`config.mk`:
```
export PLATFORM = sky130hd
export DESIGN_NAME = regbank_arbiter
export DESIGN_NICKNAME = d
export VERILOG_FILES = /design/src/rtl/regbank_arbiter.sv
export SDC_FILE = /design/constraint.sdc
export NUM_CORES = 1
export LEC_CHECK = 0
export ABC_CLOCK_PERIOD_IN_PS = 9850
export BUFFER_PORTS_ARGS = -buffer_cell sky130_fd_sc_hd__buf_4
export CAP_MARGIN = 40
export CORE_AREA = 10 10 166 168
export CTS_CLUSTER_DIAMETER = 200
export DETAILED_ROUTE_END_ITERATION = 8
export DIE_AREA = 0 0 176 178
export MAX_ROUTING_LAYER = met4
export PLACE_DENSITY = 0.81
export SLEW_MARGIN = 10
export SYNTH_ARGS = -nofsm -noshare
export SYNTH_HDL_FRONTEND = slang
export SYNTH_SLANG_ARGS = --single-unit
```
`constraint.sdc`:
```
create_clock -name clk -period 9.85 [get_ports clk]
set_input_delay 0.985 -clock clk [delete_from_list [all_inputs] [get_ports clk]]
set_output_delay 0.985 -clock clk [all_outputs]
set_load 0.05 [all_outputs]
```
`src/rtl/regbank_arbiter.sv`:
```
// regbank_arbiter: sole owner of the 37-entry register bank ports. Arbitrates
// between fetch (PC read+increment), execute (3 reads or 1 write) and writeback
// (1 write), maps architectural indices to physical bank indices using the
// CPSR mode sampled at grant, and runs one IDLE -> ACCESS -> RESP op at a time.
module regbank_arbiter #(
    parameter int unsigned STARVE_LIMIT = 4,
    parameter logic [31:0] CPSR_WMASK   = 32'hF00000FF
) (
    input  logic        clk,
    input  logic        rst,
    input  logic [4:0]  cpsr_mode,
    input  logic        f_req,
    output logic        f_ack,
    output logic [31:0] f_pc,
    input  logic        e_req,
    input  logic        e_we,
    input  logic [14:0] e_raddr,
    input  logic [4:0]  e_waddr,
    input  logic [31:0] e_wdata,
    output logic        e_ack,
    output logic        e_err,
    output logic [95:0] e_rdata,
    input  logic        w_req,
    input  logic [4:0]  w_addr,
    input  logic [31:0] w_data,
    output logic        w_ack,
    output logic        w_err,
    output logic        bank_active,
    output logic        bank_w,
    output logic        bank_pc_inc,
    output logic        bank_cpsr_w,
    output logic [17:0] bank_addr,
    output logic [31:0] bank_write,
    output logic [31:0] bank_cpsr_mask,
    input  logic [95:0] bank_read,
    input  logic [31:0] bank_pc_read
);

    localparam int unsigned CW = $clog2(STARVE_LIMIT + 1);
    localparam logic [CW-1:0] LIM = CW'(STARVE_LIMIT);

    localparam logic [4:0] MODE_USR = 5'b10000;
    localparam logic [4:0] MODE_FIQ = 5'b10001;
    localparam logic [4:0] MODE_IRQ = 5'b10010;
    localparam logic [4:0] MODE_SVC = 5'b10011;
    localparam logic [4:0] MODE_ABT = 5'b10111;
    localparam logic [4:0] MODE_UND = 5'b11011;
    localparam logic [4:0] MODE_SYS = 5'b11111;

    typedef enum logic [1:0] {IDLE, ACCESS, RESP} state_t;
    typedef enum logic [1:0] {OWN_F, OWN_E, OWN_W} owner_t;

    state_t        state;
    owner_t        owner;
    owner_t        win;
    logic          any_req;
    logic [CW-1:0] f_cnt, e_cnt, w_cnt;
    logic          rd_q, err_q;

    // decoded bank access for the current arbitration winner
    logic          g_err, g_read, g_active, g_w, g_pc_inc, g_cpsr_w;
    logic [17:0]   g_addr;
    logic [31:0]   g_write, g_mask;
    logic [6:0]    m1, m2, m3;
    logic [4:0]    wr_idx;
    logic [31:0]   wr_data;

    // Returns {err, phys[5:0]} for an architectural index in the given mode.
    function automatic logic [6:0] map_idx(input logic [4:0] idx, input logic [4:0] mode);
        logic       err;
        logic [5:0] phys;
        logic [5:0] base;
        err  = 1'b0;
        phys = '0;
        base = 6'd13;
        case (mode)
            MODE_FIQ: base = 6'd21;
            MODE_SVC: base = 6'd23;
            MODE_ABT: base = 6'd25;
            MODE_IRQ: base = 6'd27;
            MODE_UND: base = 6'd29;
            MODE_USR, MODE_SYS: base = 6'd13;
            default: err = 1'b1;
        endcase
        if (idx <= 5'd7) begin
            phys = {1'b0, idx};
        end else if (idx <= 5'd12) begin
            phys = (mode == MODE_FIQ) ? ({1'b0, idx} + 6'd8) : {1'b0, idx};
        end else if (idx <= 5'd14) begin
            phys = base + {5'd0, (idx == 5'd14)};
        end else if (idx == 5'd15) begin
            phys = 6'd15;
        end else if (idx == 5'd16) begin
            phys = 6'd31;
        end else if (idx == 5'd17) begin
            case (mode)
                MODE_FIQ: phys = 6'd32;
                MODE_SVC: phys = 6'd33;
                MODE_ABT: phys = 6'd34;
                MODE_IRQ: phys = 6'd35;
                MODE_UND: phys = 6'd36;
                default:  err  = 1'b1;
            endcase
        end else begin
            err = 1'b1;
        end
        return {err, phys};
    endfunction

    // Arbitration: starved requesters first (W > E > F), then plain W > E > F.
    always_comb begin
        any_req = f_req | e_req | w_req;
        win     = OWN_F;
        if (w_req && (w_cnt == LIM))      win = OWN_W;
        else if (e_req && (e_cnt == LIM)) win = OWN_E;
        else if (f_req && (f_cnt == LIM)) win = OWN_F;
        else if (w_req)                   win = OWN_W;
        else if (e_req)                   win = OWN_E;
        else                              win = OWN_F;
    end

    // Decode the winner's operation into bank strobes; errors suppress all of them.
    always_comb begin
        g_err    = 1'b0;
        g_read   = 1'b0;
        g_active = 1'b0;
        g_w      = 1'b0;
        g_pc_inc = 1'b0;
        g_cpsr_w = 1'b0;
        g_addr   = '0;
        g_write  = '0;
        g_mask   = '0;
        wr_idx   = (win == OWN_W) ? w_addr : e_waddr;
        wr_data  = (win == OWN_W) ? w_data : e_wdata;
        m1       = map_idx(e_raddr[4:0],   cpsr_mode);
        m2       = map_idx(e_raddr[9:5],   cpsr_mode);
        m3       = map_idx(e_raddr[14:10], cpsr_mode);
        if (win == OWN_F) begin
            g_active = 1'b1;
            g_pc_inc = 1'b1;
        end else if (win == OWN_E && !e_we) begin
            g_err    = m1[6] | m2[6] | m3[6];
            g_read   = 1'b1;
            g_active = 1'b1;
            g_addr   = {m3[5:0], m2[5:0], m1[5:0]};
        end else begin
            m1      = map_idx(wr_idx, cpsr_mode);
            g_err   = m1[6];
            g_addr  = {12'd0, m1[5:0]};
            g_write = wr_data;
            // SPSR (17) lives in the GPR bank at 32-36, so it shares the GPR write strobe
            if (wr_idx == 5'd16) begin
                g_cpsr_w = 1'b1;
                g_mask   = CPSR_WMASK;
            end else begin
                g_w = 1'b1;
            end
        end
        if (g_err) begin
            g_read   = 1'b0;
            g_active = 1'b0;
            g_w      = 1'b0;
            g_cpsr_w = 1'b0;
            g_addr   = '0;
            g_write  = '0;
            g_mask   = '0;
        end
    end

    // Main FSM: grant in IDLE, strobes during ACCESS, ack/data pulse in RESP.
    always_ff @(posedge clk) begin
        if (rst) begin
            state          <= IDLE;
            owner          <= OWN_F;
            rd_q           <= 1'b0;
            err_q          <= 1'b0;
            f_cnt          <= '0;
            e_cnt          <= '0;
            w_cnt          <= '0;
            f_ack          <= 1'b0;
            f_pc           <= '0;
            e_ack          <= 1'b0;
            e_err          <= 1'b0;
            e_rdata        <= '0;
            w_ack          <= 1'b0;
            w_err          <= 1'b0;
            bank_active    <= 1'b0;
            bank_w         <= 1'b0;
            bank_pc_inc    <= 1'b0;
            bank_cpsr_w    <= 1'b0;
            bank_addr      <= '0;
            bank_write     <= '0;
            bank_cpsr_mask <= '0;
        end else begin
            case (state)
                IDLE: begin
                    if (any_req) begin
                        state          <= ACCESS;
                        owner          <= win;
                        rd_q           <= g_read;
                        err_q          <= g_err;
                        bank_active    <= g_active;
                        bank_w         <= g_w;
                        bank_pc_inc    <= g_pc_inc;
                        bank_cpsr_w    <= g_cpsr_w;
                        bank_addr      <= g_addr;
                        bank_write     <= g_write;
                        bank_cpsr_mask <= g_mask;
                        if (win == OWN_F) f_cnt <= '0;
                        else if (f_req && f_cnt != LIM) f_cnt <= f_cnt + 1'b1;
                        if (win == OWN_E) e_cnt <= '0;
                        else if (e_req && e_cnt != LIM) e_cnt <= e_cnt + 1'b1;
                        if (win == OWN_W) w_cnt <= '0;
                        else if (w_req && w_cnt != LIM) w_cnt <= w_cnt + 1'b1;
                    end
                end
                ACCESS: begin
                    state          <= RESP;
                    bank_active    <= 1'b0;
                    bank_w         <= 1'b0;
                    bank_pc_inc    <= 1'b0;
                    bank_cpsr_w    <= 1'b0;
                    bank_addr      <= '0;
                    bank_write     <= '0;
                    bank_cpsr_mask <= '0;
                    case (owner)
                        OWN_F: begin
                            f_ack <= 1'b1;
                            f_pc  <= bank_pc_read;
                        end
                        OWN_E: begin
                            e_ack   <= 1'b1;
                            e_err   <= err_q;
                            e_rdata <= rd_q ? bank_read : '0;
                        end
                        default: begin
                            w_ack <= 1'b1;
                            w_err <= err_q;
                        end
                    endcase
                end
                default: begin
                    state <= IDLE;
                    f_ack <= 1'b0;
                    e_ack <= 1'b0;
                    e_err <= 1'b0;
                    w_ack <= 1'b0;
                    w_err <= 1'b0;
                end
            endcase
        end
    end

endmodule
```
==> results.toml <==
[setup_path]
path_common_cell = "ha_1"
path_buf_inv = 1
path_cells = "inv_1 -> ha_1 -> and3_2 -> o21ai_2 -> and2_4 -> mux2i_1 -> ha_1 -> nand3_1 -> o31a_1 -> o22ai_1 -> mux2_2 -> a2111oi_2 -> nand3b_2 -> o31ai_1"
crit_path_top_delay_cell = "nand3b_2"
crit_family = "simple AND/OR/NAND/NOR gates"
rrSetupSlack_ns = 5.34
r2r_start = "f_cnt[0]"
crit_type = "reg2reg"
arrival_ns = 4.92
startpoint = "f_cnt[0]"
required_ns = 10.26
timing.rr.end = "bank_cpsr_mask[30]"
slowest_delay_ns = 0.69
crit_fanout = 45
cp.depth = 14
critPathLaunchType = "register"
worstRegToRegCells = 14
worstSetupEndpoint = "bank_cpsr_mask[30]"
end_kind = "register"

[synthesis]
synth_top_area_cell = "dfxtp_1"
synth_top_area_share_pct = 42.0
synthDistinctLibCells = 76
synth_area_leaders = "dfxtp_1 (42%), nand2_1 (9.9%), a21oi_1 (8.8%)"
synth_area_um2 = 9630
synth_flop_cell = "dfxtp_1"
ys_seq_elements = 202
syn_area_per_cell_um2 = 7.84
syn_inst = 1229
synth-async-reset-ratio_pct = 0
synth_enable_flop_cells = 0
yosysWarnings = 0
seq_area_frac_synth_pct = 42.0

[placed_design]
place_congestion = 0.871
numPortBuffers = 426
hpwl_um = 27700
dp_cells = 1893
place_ws_ns = 4.81

[global_routing]
grt_pass1_vias = 9704
grt_pass1_wl_um = 54000
grt_overflow = 0
grtUsageTotal_pct = 21.7
grt_max_degree = 69
antenna_found_initial = 0

[timing]
post-route-period-util_pct = 45.8
slew_viol_final = 0
rsz0062_at_grt = "no"
fin_setup_tns_ns = 0
finalSetupViolCount = 0
fin_ws_ns = 5.34
fmax_mhz = 222
skew_ns = 0.0138
final.min_clock_period_ns = 4.51
worstMarginPinSlew_ns = 0.899
hold_ws_ns = 0.448
slew_headroom_pct = 39.9
finalHoldViolCount = 0

[cells_and_area]
final_cell_mix = "buf_4 (435), nand2_1 (255), dfxtp_1 (201)"
area_growth_pct = 42.0
layout_commonest_cell = "buf_4"
fin_cells = 1932
fill_cells = 2190
num_antenna_cells = 0
final_util_pct = 56.8
layout-drive-gt1-share_pct = 31.1
final_nets = 1844

[drt]
drt_pass1_iterations = 4
drtIter0Drc = 851
vias = 10100
drc = 0
finalWirelength_um = 36200
wire_per_inst_um = 18.7
avgViaCountPerCell = 5.22
ant_nets = 0

[cts]
cts_tree = "yes"
clk_path_buf_depth = 3
clk_pin_slew_ns = 0.06
root_buffer = "clkbuf_16"
clock_sinks = 202
clk_latency_ns = 0.51
postCtsHoldBufs = 0
ctsResizeCount = 0
htree_levels = 1
postCtsSetupBuffers = 0
cts_buffers = 23

[floorplan]
dieArea_um2 = 31300
start_util_pct = 40.0
fp.dieH_um = 178
die_w_um = 176
io_pins = 447
core_um2 = 24100
core.rowCount = 57

[power]
peakVddDrop_mv = 0.0989
seq_power_share_pct = 41.2
p_leak_uw = 0.00589
switching_share_pct = 27.4
comb_power_share_pct = 16.3
clkPwrFrac_pct = 42.4
power_per_cell_area_nw_per_um2 = 150
p_switching_uw = 564
p_int_uw = 1490

[hold_path]
hp-class = "reg2reg"

[flow_run]
cap_violations = 0

[run_status]
status = "completed"
## power groups by stage
stage	clock network (uW)	logic (uW)	registers, uW
floorplan	0	153	911
global placement	0	326	865
detailed placement	0	335	866
CTS	893	336	848
global route	923	361	850
finish	872	336	848
## sequential cells by signal, indices dropped and copies added (netlist names), 3 cells and up
name,count
f_cnt,3
w_cnt,3
e_rdata,96
e_cnt,3
bank_write,32
f_pc,32
bank_addr,18
## metrics by stage
step | total power, uW | area (um^2)
after floorplan | 1060 | 9710
after global placement | 1190 | 12800
after detailed placement | 1200 | 12900
after CTS | 2080 | 13700
after global routing | 2130 | 13700
final | 2060 | 13700
## tightest hold or removal path, cell delays in order, from the launching register on
cell	delay (ns)
dfxtp_1	0.31
nand2_1	0.05
o21ai_1	0.05
## worst min path at each step
stage             startpoint  cells past startpoint            end  slack [ns]
3_5_place_dp   bank_addr[12]                      2  bank_addr[12]        0.44
3_3_place_gp   bank_write[8]                      2  bank_write[8]        0.44
5_1_grt          e_rdata[56]                      2    e_rdata[56]        0.46
2_1_floorplan       w_cnt[1]                      2       w_cnt[1]        0.45
4_1_cts        bank_write[0]                      2  bank_write[0]        0.45
6_report       bank_write[4]                      2  bank_write[4]        0.45
## final cells by class
cell class | instances | area, um^2 | share of cell area [%]
tap | 324 | 405 | 2.96
timing repair buffer | 439 | 3370 | 24.6
inverter | 20 | 75.1 | 0.549
clock buffer | 32 | 671 | 4.90
sequential | 202 | 4050 | 29.6
clock inverter | 7 | 95.1 | 0.695
multi-input combinational | 908 | 5020 | 36.7
## cell usage after synthesis (20+ instances only)
library cell / instances
nand3_1: 121
o21ai_0: 26
a21oi_1: 169
nand2_1: 255
o21ai_1: 33
nor2_1: 52
clkbuf_1: 70
inv_1: 20
ha_1: 22
buf_4: 35
dfxtp_1: 202
mux2i_1: 42
## per-layer routing
| layer | up-vias | part of all wire (%) | global-route usage [%] |
|---|---|---|---|
| li1 | 4963 | - | - |
| met5 | - | 0 | - |
| met3 | 55 | 8.2 | 6.28 |
| met4 | 0 | 2.8 | 6.64 |
| met2 | 409 | 49 | 37.2 |
| met1 | 4655 | 40 | 24.0 |
## kinds of logic (layout without fill, tap and decap cells)
family	Yosys count	after routing	synth area share, %
buf+inv	138	498	6.95
xor+xnor	6	6	0.545
fa+ha+maj	22	22	2.86
other cells	1	20	0.0389
simple gates	510	510	24.2
compound gates	303	303	18.5
mux	47	47	4.95
flops	202	202	42.0
Power figures use the tool's default switching activity.
